### config.mk
export PLATFORM = sky130hd
export DESIGN_NAME = fifo_stream_reader
export DESIGN_NICKNAME = d
export VERILOG_FILES = /design/src/rtl/fifo_rd_pkg.sv /design/src/rtl/fifo_rd_buf.sv /design/src/rtl/fifo_stream_reader.sv
export SDC_FILE = /design/constraint.sdc
export NUM_CORES = 1
export LEC_CHECK = 0
export BUFFER_PORTS_ARGS = -buffer_cell sky130_fd_sc_hd__buf_4
export CAP_MARGIN = 20
export CORE_ASPECT_RATIO = 1.5
export CORE_MARGIN = 2
export CORE_UTILIZATION = 40
export CTS_BUF_LIST = sky130_fd_sc_hd__clkbuf_4 sky130_fd_sc_hd__clkbuf_8
export DETAILED_ROUTE_END_ITERATION = 16
export PLACE_DENSITY = 0.67
export SETUP_SLACK_MARGIN = 0.5
export SLEW_MARGIN = 15
export SYNTH_ARGS = -nofsm -noshare
export SYNTH_HDL_FRONTEND = slang
export SYNTH_SLANG_ARGS = --single-unit
### constraint.sdc
create_clock -name clk -period 2.65 [get_ports clk]
set_clock_uncertainty 0.1 [all_clocks]
set_input_delay 0.53 -clock clk [delete_from_list [all_inputs] [get_ports clk]]
set_output_delay 0.53 -clock clk [all_outputs]
set_load 0.01 [all_outputs]
### src/rtl/fifo_rd_pkg.sv
// Occupancy encoding and fill-level helper shared by the FIFO read front end.
// Optional rd_count feature (FIFO_RD_COUNT_EN) lives in the top level only.
package fifo_rd_pkg;

  typedef enum logic [1:0] {
    OCC_EMPTY = 2'd0,
    OCC_ONE   = 2'd1,
    OCC_TWO   = 2'd2
  } occ_t;

  localparam int unsigned BUF_DEPTH = 2;

  // Words that will be held or in flight after this edge, before any new read.
  function automatic logic [2:0] fill_after(input occ_t occ, input logic inflight, input logic pop);
    return {1'b0, occ} + {2'b00, inflight} - {2'b00, pop};
  endfunction

endpackage

### src/rtl/fifo_rd_buf.sv
// Two-entry skid buffer behind the FIFO read port; a landing word is visible one edge later.
// Never refuses a landing: the caller only reads when a slot is guaranteed free.
module fifo_rd_buf
  import fifo_rd_pkg::*;
#(
  parameter int WIDTH = 8
) (
  input  logic             i_clk,
  input  logic             i_rst,
  input  logic             i_push,
  input  logic             i_pop,
  input  logic [WIDTH-1:0] i_dat,
  output logic [WIDTH-1:0] o_head_dat,
  output occ_t             o_occ,
  output logic             o_vld
);

  occ_t             r_occ;
  occ_t             w_occ_next;
  logic [WIDTH-1:0] r_slot0;
  logic [WIDTH-1:0] r_slot1;
  logic [WIDTH-1:0] w_slot0_next;
  logic [WIDTH-1:0] w_slot1_next;
  logic             w_pop;
  logic             w_land_idx;

  assign w_pop      = i_pop && (r_occ != OCC_EMPTY);
  assign o_vld      = (r_occ != OCC_EMPTY);
  assign o_head_dat = r_slot0;
  assign o_occ      = r_occ;

  always_ff @(posedge i_clk) begin
    if (i_rst) begin
      r_occ <= OCC_EMPTY;
    end else begin
      r_occ <= w_occ_next;
    end
  end

  always_comb begin
    w_occ_next = r_occ;
    case (r_occ)
      OCC_EMPTY: begin
        if (i_push) w_occ_next = OCC_ONE;
      end
      OCC_ONE: begin
        if (i_push && !w_pop)      w_occ_next = OCC_TWO;
        else if (!i_push && w_pop) w_occ_next = OCC_EMPTY;
      end
      OCC_TWO: begin
        if (w_pop) w_occ_next = OCC_ONE;
      end
      default: w_occ_next = OCC_EMPTY;
    endcase
  end

  // Shift first, then the landing word overrides slot (occ - pop).
  always_comb begin
    w_slot0_next = r_slot0;
    w_slot1_next = r_slot1;
    w_land_idx   = (r_occ == OCC_TWO) || ((r_occ == OCC_ONE) && !w_pop);
    if (w_pop) w_slot0_next = r_slot1;
    if (i_push) begin
      if (w_land_idx) w_slot1_next = i_dat;
      else            w_slot0_next = i_dat;
    end
  end

  always_ff @(posedge i_clk) begin
    if (i_rst) begin
      r_slot0 <= '0;
      r_slot1 <= '0;
    end else begin
      r_slot0 <= w_slot0_next;
      r_slot1 <= w_slot1_next;
    end
  end

endmodule

### src/rtl/fifo_stream_reader.sv
// Drains a registered-read FIFO onto a valid/ready stream; first word valid 2 cycles after the read.
// Reads stop while buffered + in-flight words reach 2; FIFO_RD_COUNT_EN adds the rd_count port.
module fifo_stream_reader
  import fifo_rd_pkg::*;
#(
  parameter int fifo_width = 8
`ifdef FIFO_RD_COUNT_EN
  , parameter int cnt_width = 16
`endif
) (
  input  logic                  clk,
  input  logic                  rst,
  input  logic                  fifo_empty,
  input  logic [fifo_width-1:0] fifo_data,
  output logic                  fifo_r_en,
  output logic                  m_valid,
  input  logic                  m_ready,
  output logic [fifo_width-1:0] m_data
`ifdef FIFO_RD_COUNT_EN
  , output logic [cnt_width-1:0] rd_count
`endif
);

  logic       r_inflight;
  logic       w_pop;
  logic [2:0] w_fill;
  occ_t       w_occ;

  assign w_pop  = m_valid && m_ready;
  assign w_fill = fill_after(w_occ, r_inflight, w_pop);

  // Combinational from m_ready so a pop frees a slot for a read in the same cycle.
  assign fifo_r_en = !rst && !fifo_empty && (w_fill < 3'(BUF_DEPTH));

  always_ff @(posedge clk) begin
    if (rst) begin
      r_inflight <= 1'b0;
    end else begin
      r_inflight <= fifo_r_en;
    end
  end

  fifo_rd_buf #(
    .WIDTH (fifo_width)
  ) u_buf (
    .i_clk      (clk),
    .i_rst      (rst),
    .i_push     (r_inflight),
    .i_pop      (w_pop),
    .i_dat      (fifo_data),
    .o_head_dat (m_data),
    .o_occ      (w_occ),
    .o_vld      (m_valid)
  );

`ifdef FIFO_RD_COUNT_EN
  logic [cnt_width-1:0] r_rd_count;

  always_ff @(posedge clk) begin
    if (rst) begin
      r_rd_count <= '0;
    end else if (w_pop) begin
      r_rd_count <= r_rd_count + 1'b1;
    end
  end

  assign rd_count = r_rd_count;
`endif

endmodule

==> results.md <==
* Mean post-synth cell area at 9.62 µm²
* CTS clk-pin slew, worst paths at 0.08 ns
* Switching share of power at 30.6%
* Core ar. at 2940 µm²
* Setup Buffers After CTS at 0
* Final min period at roughly 2.6 ns
* Iter 0 DRT Violations at 21
* Count leader, synth: dfxtp_1
* Clk sinks at 19
* Area leader, netlist: dfxtp_1
* Static Leak at a little under 0.6 nW
* Port bufs at 21
* RSZ-0062 raised after global routing: yes
* Syn. warnings at 0
* DR DRC count at 0
* Reg power frac at ~43%
* I/O pins at 22
* Internal Pwr Total at 0.501 mW
* Final Cycle Share at 99.5%
* Core Rows at 24
* Final Max Tran Viols at 0
* Clock Power Share at 29.0%
* Layout cells sized above 1 at 46.7%
* Die width at between 40 and 50 µm
* Vias per inst at 5.65
* Outcome: complete, no violations
* Syn Nets at 143
* Tot GR Track Use at 17.5%
* Wirelength, routed at 2880 µm
* Via Count at 1068
* CTS Hold Bufs at 0
* DR pass1 iterations at 4
* Critical Path AT at 2.01 ns
* Flops & latches, synth at 19
* Skew-Pair Late Insertion Delay at 0.26 ns
* Root buf cell: clkbuf_8
* Setup crit start kind: flip-flop
* Combinational Power Share at between 20% and 30%
* CTS Buffer Depth at 2
* Number of enable flip-flop cells after synthesis at 0
* Setup TNS at 0 ns
* Final hold violation count at 0
* Hold Path Stages at 2
* Diodes inserted at 0
* Fin nets at 165
* Vias in the first global route at 1028
* Initial core utilization at 42.2%
* Initial antenna violation count at 0
* Crit Path Max Fanout at 2
* CTS tree: built
* Yosys cell types at 34
* Largest net degree at the start of global routing at 22
* Sequential-to-total area share from yosys stat at between 30% and 40%
* Die ar. at roughly 3600 µm²
* Global route overflow at 0
* Data required, critical path at 2.02 ns
* Area contributors post-synth: dfxtp_1 (31%), a2111oi_2 (8.5%), mux2i_1 (6.5%), o41ai_1 (5.6%), or3b_2 (5.6%)
* Final setup fails at 0
* Top cell type's share of synthesized area at a little under a third
* First-pass GRT wire length at approximately 4900 µm
* HP Class: in -> reg
* Max Cap Viol at 0
* Main synth FF type: dfxtp_1
* Htree depth at 1
* Psw at between 0.2 and 0.25 mW
* Critical path class: reg -> out
* Area growth syn-to-layout at 22.3%
* Mapped Area at 1240 µm²
* Cells after Synth at 129
* Asr flop ratio synth at 0%
* Worst Reg-to-Reg Cells at 7
* Worst VDD drop at around 0.00025 V
* Placer Congestion at 0.797
* CP Capture Type: primary output
* Max_slew headroom at 65.1%
* DPL Wire Length at roughly 2000 µm
* Detail Route Antenna Nets at 0
* Die H at around 72 µm
* Post-layout util at 51.6%
* WL per Instance at between 15 and 20 µm
* PD cells at 476 nW/µm²
* Max Freq at 379 MHz
* Least-Margin Pin Slew at 0.516 ns
* Layout filler cell count at 310
* Total CTS buffers at 3
* Top cells by count, synth: dfxtp_1 (19), a21oi_1 (9), nand2b_1 (9), nor2_1 (9)
-- layout make-up --
cell class	instances	area (µm²)	share of cell area, %
Tap cell	39	48.8	3.22
Clock buffer	3	41.3	2.72
Timing Repair Buffer	28	210	13.8
Clock inverter	1	5.00	0.330
Multi-Input combinational cell	94	811	53.4
Inverter	5	18.8	1.24
Sequential cell	19	383	25.2
-- cell families after synthesis --
logic type / count (synthesis) / share of synthesized area (%)
AOI/OAI and AO/OA: 44 / 30.2
and+or+nand+nor: 38 / 20.5
DFF: 19 / 30.6
buffers and inverters: 16 / 7.96
muxes: 9 / 7.36
adders and majority gates: 2 / 2.62
xor gates and xnor gates: 1 / 0.706
-- per-layer routing --
metal	up-vias	global-route usage, %	part of all wire (%)
li1	529	-	-
met1	522	21.6	43
met2	15	30.8	54
met3	2	2.06	2.3
met4	0	7.10	0.66
met5	-	0	0
-- metrics by stage --
stage                     cells  cell area (µm²)  power (mW)  setup WS, ns  hold slack, ns
after floorplan             129             1300       0.459        0.0132           0.397
after global placement      185             1470       0.514       -0.0610           0.419
after detailed placement    185             1470       0.522       -0.0873           0.457
after CTS                   189             1520       0.729       -0.0181           0.358
after global routing        189             1520       0.759       -0.0712           0.365
final                       189             1520       0.722        0.0131           0.358
-- power by group through the flow --
| stage | logic (mW) | registers (mW) | clock network, mW |
|---|---|---|---|
| 4_1_cts | 0.202 | 0.313 | 0.213 |
| 5_1_grt | 0.219 | 0.315 | 0.224 |
| 3_3_place_gp | 0.195 | 0.319 | 0 |
| 6_report | 0.200 | 0.313 | 0.209 |
| 2_1_floorplan | 0.134 | 0.325 | 0 |
| 3_5_place_dp | 0.202 | 0.320 | 0 |
-- worst max-delay path: stages (launching register included) --
cell and delay, ns:
dfxtp_2 0.33, o21ai_2 0.15, inv_2 0.06, ha_4 0.20, nand2b_4 0.13, fa_2 0.35, xor2_2 0.17, nor4b_4 0.20
buf_4 0.15
-- registers in the layout, summed over array words and instances, names as in the netlist --
name,count
r_inflight,1
u_buf.o_head_dat,8
u_buf.r_slot1,8
u_buf.o_occ,2
-- cells in the final DEF, fill, tap and decap left out, drive strengths merged, types with 3 or more instances in the layout --
cell type  Yosys  layout
buf           11      28
dfxtp         19      19
a21oi         17      17
nor2           9       9
nand2b         9       9
mux2i          8       8
o41ai          8       8
o22ai          8       8
or3b           8       8
a2111oi        8       8
inv            5       5
clkbuf         0       3
-- final timing paths --
check	startpoint	endpoint	slack (ns)
setup / recovery	u_buf.o_occ[1]$_SDFFE_PP0P_	fifo_r_en	0.01
hold / removal	fifo_empty	r_inflight$_SDFF_PP0_	0.36
hold reg to reg	u_buf.r_slot1[0]$_SDFFE_PP0P_	u_buf.r_slot1[0]$_SDFFE_PP0P_	0.47
setup reg to reg	u_buf.o_occ[1]$_SDFFE_PP0P_	r_inflight$_SDFF_PP0_	0.81
-- what timing repair did --
action,in CTS,in global routing
pin swaps,4,1
endpoints found under the setup margin,1,1
resized for setup,0,1
Note: power is estimated with default switching activity, not from simulation.
